### src/rtl/map_overlay_cached.sv
// map_overlay_cached: debug map overlay drawn from a one-row cell buffer that is refilled
// over a req/gnt map ROM port during hblank whenever the next line enters a new map row.
module map_overlay_cached #(
    parameter int MAP_WBITS = 4,
    parameter int MAP_HBITS = 4,
    parameter int MAP_SCALE = 3,
    parameter int H_VIEW    = 640,
    parameter int V_TOTAL   = 525
) (
    input  logic                           clk,
    input  logic                           rst_n,
    input  logic                           i_enable,
    input  logic [9:0]                     hpos,
    input  logic [9:0]                     vpos,
    input  logic [MAP_WBITS+MAP_SCALE-1:0] i_player_x,
    input  logic [MAP_HBITS+MAP_SCALE-1:0] i_player_y,
    output logic                           o_map_req,
    input  logic                           i_map_gnt,
    output logic [MAP_WBITS-1:0]           o_map_col,
    output logic [MAP_HBITS-1:0]           o_map_row,
    input  logic [1:0]                     i_map_val,
    output logic                           in_map_overlay,
    output logic [5:0]                     map_rgb
);
    localparam int MAP_W = 1 << MAP_WBITS;
    localparam int OV_W  = (1 << (MAP_WBITS + MAP_SCALE)) + 1;
    localparam int OV_H  = (1 << (MAP_HBITS + MAP_SCALE)) + 1;

    typedef enum logic {IDLE, FETCH} state_t;
    state_t state;

    logic [1:0]           cells [MAP_W];
    logic [MAP_W-1:0]     valid;
    logic [MAP_HBITS:0]   tag;
    logic                 tag_ok;
    logic [9:0]           nv;
    logic [MAP_HBITS:0]   nr;
    logic                 trigger;
    logic                 write;

    // nr is one bit wider than a row index so the closing gridline line (row 1<<MAP_HBITS) gets its own tag
    assign nv      = (vpos == 10'(V_TOTAL - 1)) ? 10'd0 : vpos + 10'd1;
    assign nr      = nv[MAP_HBITS+MAP_SCALE:MAP_SCALE];
    assign trigger = i_enable && hpos == 10'(H_VIEW) && nv < 10'(OV_H) && (!tag_ok || nr != tag);
    assign write   = state == FETCH && i_map_gnt;

    always_ff @(posedge clk or negedge rst_n) begin
        if (!rst_n) begin
            state     <= IDLE;
            o_map_req <= 1'b0;
            o_map_col <= '0;
            o_map_row <= '0;
            valid     <= '0;
            tag       <= '0;
            tag_ok    <= 1'b0;
        end else if (state == IDLE) begin
            if (trigger) begin
                state     <= FETCH;
                o_map_req <= 1'b1;
                o_map_col <= '0;
                o_map_row <= nr[MAP_HBITS-1:0];
                valid     <= '0;
                tag       <= nr;
                tag_ok    <= 1'b1;
            end
        end else if (i_map_gnt) begin
            valid[o_map_col] <= 1'b1;
            o_map_col        <= o_map_col + 1'b1;
            if (o_map_col == MAP_WBITS'(MAP_W - 1)) begin
                state     <= IDLE;
                o_map_req <= 1'b0;
            end
        end
    end

    always_ff @(posedge clk) begin
        if (write)
            cells[o_map_col] <= i_map_val;
    end

    logic [MAP_WBITS:0]   cx;
    logic [MAP_HBITS:0]   cy;
    logic [MAP_SCALE-1:0] px, py;
    logic                 in_ov, p_cell, p_pix, grid, cell_ok;
    logic [1:0]           cval;
    logic [5:0]           wall_rgb, rgb;

    // The buffer is read from registered state, so a same-cycle write shows up one cycle later
    always_comb begin
        cx       = hpos[MAP_WBITS+MAP_SCALE:MAP_SCALE];
        cy       = vpos[MAP_HBITS+MAP_SCALE:MAP_SCALE];
        px       = hpos[MAP_SCALE-1:0];
        py       = vpos[MAP_SCALE-1:0];
        in_ov    = i_enable && hpos < 10'(OV_W) && vpos < 10'(OV_H);
        p_cell   = cx == {1'b0, i_player_x[MAP_WBITS+MAP_SCALE-1:MAP_SCALE]} &&
                   cy == {1'b0, i_player_y[MAP_HBITS+MAP_SCALE-1:MAP_SCALE]};
        p_pix    = p_cell && px == i_player_x[MAP_SCALE-1:0] && py == i_player_y[MAP_SCALE-1:0];
        grid     = px == '0 || py == '0;
        cval     = cells[cx[MAP_WBITS-1:0]];
        cell_ok  = valid[cx[MAP_WBITS-1:0]] && tag_ok && tag == cy;
        wall_rgb = cval == 2'd1 ? 6'b11_10_00 :
                   cval == 2'd2 ? 6'b11_00_00 :
                   cval == 2'd3 ? 6'b11_00_10 : 6'b00_00_00;
        rgb      = p_pix    ? 6'b00_11_11 :
                   p_cell   ? 6'b00_01_00 :
                   grid     ? 6'b01_00_00 :
                   !cell_ok ? 6'b00_00_00 : wall_rgb;
    end

    always_ff @(posedge clk or negedge rst_n) begin
        if (!rst_n) begin
            in_map_overlay <= 1'b0;
            map_rgb        <= '0;
        end else begin
            in_map_overlay <= in_ov;
            map_rgb        <= in_ov ? rgb : 6'b0;
        end
    end
endmodule
### config.mk
export PLATFORM = sky130hd
export DESIGN_NAME = map_overlay_cached
export DESIGN_NICKNAME = d
export VERILOG_FILES = /design/src/rtl/map_overlay_cached.sv
export SDC_FILE = /design/constraint.sdc
export NUM_CORES = 1
export LEC_CHECK = 0
export BUFFER_PORTS_ARGS = -buffer_cell sky130_fd_sc_hd__buf_2
export CAP_MARGIN = 20
export CORE_MARGIN = 1
export CORE_UTILIZATION = 25
export DETAILED_ROUTE_END_ITERATION = 16
export GPL_TIMING_DRIVEN = 0
export MAX_ROUTING_LAYER = met4
export PLACE_DENSITY = 0.53
export SLEW_MARGIN = 30
export SYNTH_ARGS = -nofsm -noshare
export SYNTH_HDL_FRONTEND = slang
export SYNTH_SLANG_ARGS = --single-unit
### constraint.sdc
create_clock -name clk -period 2.74 [get_ports clk]
set_input_delay 0.137 -clock clk [delete_from_list [all_inputs] [get_ports clk]]
set_output_delay 0.137 -clock clk [all_outputs]
set_load 0.005 [all_outputs]
Word level (Yosys, flattened, before mapping)
Memory sizes are Yosys's and may differ from the RTL's. Index checks and enable logic that the tools add are counted.

$lt $le $gt $ge: 6. Muxes and demuxes: 29. Multipliers: 0. Bitwise gates (word level): 2. Shift-type cells: 0. Add/subtract/negate cells: 2. Reduce and logical (&&, ||, !) cells: 21. Div/mod/pow operators: 0. Equal/unequal tests: 14.

Operators by type and width (number): two-way mux 16 bit (3); two-way mux 6 bit (8); less-than comparator 10 x 8 -> 1 bit (second input constant) (3); == test 10 bit (second input constant) (2); OR 16 bit (1); logical AND 1 bit (12); two-way mux 1 bit (12); two-way mux 4 bit (3); adder 10 x 1 -> 10 bit (second input constant) (1); == test 5 x 4 -> 1 bit (2); less-than comparator 4 x 5 -> 1 bit (second input constant) (2); two-way mux 10 bit (1); == test 3 bit (2); logical NOT 3 bit (2); == test 5 bit (1); inequality test 5 bit (1); adder 4 x 1 -> 4 bit (second input constant) (1); binary-select mux 1 bit (select 4 bit) (1); demux 1 bit (select 4 bit) (1); == test 2 bit (second input constant) (2); == test 4 bit (second input constant) (1); >= comparator 4 x 1 -> 1 bit (second input constant) (1); AND reduction 2 bit (2); AND reduction 3 bit (1); other kinds (7) (8).

Output and inout port bits: 16. Memories kept: 1. Latch bits: 0. Register bits: 39. Memory bits (writable): 32. Word-level logic and storage cells: 84. Bits in read-only memories: 0. Input port bits: 40.

Memories: cells (words 16, bits a word 2, rd ports 1, clocked after Yosys merged registers in 0, wr ports 1, RTL line 32) `logic [1:0] cells [MAP_W];`.

Longest topological paths before layout
An unclocked memory read counts as a cell.

Depth after elaboration: 10. Mapped depth: 9. Gate-level depth less buffers: 8.

Worst setup path before layout
Ideal clock, no wire load.

Path kind: input -> register. From: input vpos[6]. To: register o_map_row[1]. Arrival: 1.843 ns. Data required time: 2.615 ns. Stages: 7. Library setup time: 0.125 ns. Slack: 0.772 ns. Buffers on the path: 1. Cell sequence: buf_2 -> nor4b_1 -> and4_1 -> or2_2 -> o22ai_2 -> a311oi_4 -> mux2_4.

Word-level cells in the longest chain between the ends: 6. Elaborated cells on any way between the ends: 9. Those cells by class: add/sub: 1; order compare: 1; eq/ne: 2; mux: 1; reduce/logical: 4.

Ends and longest elaborated chain: from (decl) (RTL line 14) `input logic [9:0] vpos,`; adder 10 x 1 -> 10 bit or == test 10 bit (tied branches) (RTL line 42) `assign nv = (vpos == 10'(V_TOTAL - 1)) ? 10'd0 : vpos + 10'd1;`; two-way mux 10 bit * (RTL line 42); less-than comparator 10 x 8 -> 1 bit or inequality test 5 bit (tied branches) (RTL line 44) `assign trigger = i_enable && hpos == 10'(H_VIEW) && nv < 10'(OV_H) && (!tag_ok || nr != tag);`; logical AND 1 bit or logical OR 1 bit (tied branches) (RTL line 44); logical AND 1 bit (RTL line 44); AND reduction 2 bit (no line); to (signal assigned) (RTL line 61) `o_map_row <= nr[MAP_HBITS-1:0];`; to (decl) (RTL line 20) `output logic [MAP_HBITS-1:0] o_map_row,`.

Every way passes the cells marked *; elsewhere a longest branch is shown, timed or not. A chain may end at the register's enable or synchronous reset.

Worst setup path after layout
From: input vpos[1]. To: register valid[10].

Word-level cells in the longest chain between the ends: 7. Elaborated cells on any way between the ends: 10. Those cells by class: add/sub: 1; order compare: 1; eq/ne: 2; mux: 1; reduce/logical: 5.

Ends and longest elaborated chain: adder 10 x 1 -> 10 bit or == test 10 bit (tied branches) (RTL line 42); two-way mux 10 bit * (RTL line 42); less-than comparator 10 x 8 -> 1 bit or inequality test 5 bit (tied branches) (RTL line 44); logical AND 1 bit or logical OR 1 bit (tied branches) (RTL line 44); logical AND 1 bit * (RTL line 44); nonzero test 2 bit (no line) *; AND reduction 2 bit (no line) *; to (signal assigned) (RTL line 53) `valid <= '0;`; to (signal assigned) (RTL line 62) `valid <= '0;`; to (signal, indexed assignment) (RTL line 67) `valid[o_map_col] <= 1'b1;`; to (decl) (RTL line 33) `logic [MAP_W-1:0] valid;`.

Marks and branches as above.

==> metrics.md <==
| Metric | Value |
|---|---|
| Status | `complete, no violations` |
| Clock root cell | `clkbuf_16` |
| Post-Place Cells | `522` |
| Largest net degree at the start of global routing | `36` |
| Placer congestion estimate | `0.738` |
| P_leak | `about 1.8 nW` |
| CP Buf/Inv Count | `2` |
| Final Instance Count excl. Fillers | `roughly 540` |
| Avg Cell Area, Syn | `between 10 and 15 um^2` |
| Worst Tran Pin Value | `roughly 680 ps` |
| Required time worst endpoint | `approximately 3000 ps` |
| Placement Setup Slack | `245 ps` |
| I/O pin cnt | `56` |
| Max stage delay cell, worst path | `a311oi_4` |
| Die area | `between 0.01 and 0.015 mm^2` |
| Post-route ant nets | `0` |
| Clock transition at path regs | `~50 ps` |
| Dpl cell area | `between 0.003 and 0.004 mm^2` |
| Total number of yosys warnings | `0` |
| First-pass DRT Iterations | `4` |
| Row count | `42` |
| Post-synthesis cell area | `0.00348 mm^2` |
| Via count | `around 2,400` |
| Synth cell types | `50` |
| Gr usage total | `12.5%` |
| Critical path cell sequence | `buf_2, ha_1, and4_1, nand2_1, a211oi_1, a31oi_1, a311oi_4, buf_4, nor2_1` |
| Mapped Cells | `approximately 300` |
| Worst Slack Setup Final | `roughly 600 ps` |
| DRT iter0 DRCs | `160` |
| Mapped Nets | `343` |
| TritonCTS buffer count | `9` |
| Clock latency reported for the late side of the worst-skew pair | `about 320 ps` |
| Core area | `about 0.013 mm^2` |
| F_max | `between 400 and 500 MHz` |
| VDD IR-drop max | `350 uV` |
| Fin Hold WS | `about 130 ps` |
| Number of global-route vias before repair | `around 2,500` |
| Worst EP arrival | `roughly 2400 ps` |
| Max_cap viols | `0` |
| CP max FO | `10` |
| Hold Vio Cnt, Final | `0` |
| Family with the most delay on the worst path | `compound AO/OA/AOI/OAI gates` |
| Hold Path Class | `input pin to register` |
| Tcrit/Tclk final | `between 70% and 80%` |
| # H-tree levels | `3` |
| Number of synthesized flops with an enable pin | `32` |
| Fin. max-slew vios | `0` |
| Main synth FF type | `dfrtp_1` |
| Pwr per Cell Area | `567 mW/mm^2` |
| Final setup skew | `approximately 5.5 ps` |
| Setup TNS | `0 ps` |
| Tot Pwr | `about 2.4 mW` |
| Inserted Diodes | `0` |
| Post-CTS setup buffers | `0` |
| CTS tree | `done` |
| Filler Cell Count | `approximately 1,400` |
| Initial antenna violation count | `0` |
| Via density | `4.49` |
| Share of cells above drive strength 1 | `between 20% and 30%` |
| Area growth, synth to finish | `22.7%` |
| Initial core utilization | `between 20% and 30%` |
| # setup viols final | `0` |
| Final Core Density | `between 30% and 40%` |
| CP endpoint kind | `register` |
| Kind of critical path | `input pin to register` |
| Fraction of registers with async set/reset | `52.2%` |
| Grt ovf | `0` |
| Drt drc | `0` |
| Sink Count | `67` |
| Final Critical Period | `about 2100 ps` |
| HPWL Detailed | `approximately 6200 um` |
| Flops & latches, synth | `67` |
| WL/cell | `roughly 15 um` |
| Max incr delay on CP | `roughly 610 ps` |
| Chip width | `about 120 um` |
| Startpoint Class | `input pin` |
| Slew HR | `between 50% and 60%` |
| Nets@finish | `405` |
| First-pass GRT wire length | `between 10,000 and 15,000 um` |
| Sequential cell area fraction in the yosys report | `between 50% and 60%` |
| Final WL | `~8300 um` |
| Die H | `roughly 120 um` |
| Post-route cell area | `approximately 0.0043 mm^2` |
| Clk buf depth | `2` |
| Buffers on Ports | `50` |
| Unrepaired setup endpoints after global routing | `false` |
## power by group
part	internal, mW	switching [mW]
clock network	0.788	0.398
logic	0.0746	0.104
registers	1.06	0.00262
## registers in the layout, indices dropped and copies added, names as in the netlist
register and flops:
in_map_overlay 1, tag 2, tag_ok 1, o_map_col 4, o_map_row 3, o_map_req 1
map_rgb 6, cells 32, state 1, valid 16
## cells in the mapped netlist, drive strengths merged (2+ instances only)
cell    instances  area share [%]
nor2           45             4.8
dfrtp          35              25
edfxtp         32              28
and2           17             3.1
xnor2          16             4.0
nand2          15             1.6
buf            13             2.6
inv            13             1.4
mux4           12             7.8
xor2           12             3.0
o21ai          10             1.4
nand3           9             1.3
ha              7             2.5
nand4           6             1.1
mux2i           5             1.4
a22oi           4            0.86
nor2b           4            0.72
nor4            4            0.90
nor3            3            0.43
nor3b           3            0.65
a21boi          2            0.43
and4            2            0.50
o22ai           2            0.54
o31ai           2            0.43
or2             2            0.36
or3             2            0.36
## layout make-up
type	instances	area [um^2]	area share, %
clock buffer	10	229	5.36
sequential	67	1840	43.0
clock inverter	6	80.1	1.87
multi-input combinational	202	1500	35.2
inverter	13	48.8	1.14
tap	176	220	5.15
buffer	14	93.8	2.19
timing repair buffer	51	263	6.15
## placed cells by master (no fill, tap or decap), drive strengths merged, types with 2 or more instances in the layout
cell / instances
and2: 17
nor3: 3
xnor2: 16
dfrtp: 35
o21ai: 10
edfxtp: 32
nor4: 4
and4: 2
bufinv: 2
ha: 7
buf: 63
o22ai: 2
nor2b: 4
a22oi: 4
nand2: 15
mux2i: 5
o31ai: 2
mux4: 12
nand4: 6
nand3: 9
xor2: 12
a21boi: 2
clkinv: 3
inv: 13
or2: 2
clkbuf: 11
nor3b: 3
nor2: 45
or3: 2
## layer usage
metal  global-route usage [%]  part of all wire, %  routed length [um]
met4                     4.69                  1.5                 123
met5                        -                    0                   0
met3                     2.52                  4.2                 346
met2                     19.9                   48                3960
met1                     15.6                   46                3850
## worst paths after layout
path | end | cells after the start | slack (ps) | from
worst min-delay path | o_map_col[1]$_DFFE_PN0P_ | 3 | 130 | i_map_gnt
max in group asynchronous | valid[11]$_DFFE_PN0P_ | 2 | 2090 | rst_n
worst min register to register | valid[15]$_DFFE_PN0P_ | 2 | 490 | valid[15]$_DFFE_PN0P_
worst max register to register | valid[10]$_DFFE_PN0P_ | 6 | 670 | state$_DFF_PN0_
min in group asynchronous | o_map_col[3]$_DFFE_PN0P_ | 2 | 320 | rst_n
worst max-delay path | valid[10]$_DFFE_PN0P_ | 9 | 600 | vpos[1]
## timing repair
item / 4_1_cts / 5_1_grt
hold endpoints to repair: 35 / 0
hold buffers: 1 / 0
resized for setup: 0 / 0
## cell families after synthesis
family | count (synthesis) | share of synthesized area (%)
AO/OA/AOI/OAI | 31 | 6.79
XOR/XNOR | 28 | 7.04
AND/OR/NAND/NOR | 118 | 17.2
flip-flops | 67 | 52.7
multiplexers | 18 | 9.63
buffers and inverters | 27 | 4.09
adder cells (fa/ha/maj) | 7 | 2.51
## worst register-to-register path, cell delays in order (launching register included)
cell and delay [ps]:
dfrtp_1 480, nand3b_1 220, nor4_2 160, o31ai_1 190
a311oi_4 550, buf_4 290, nor2_1 60
No activity file was read; power rests on OpenSTA's default activity.
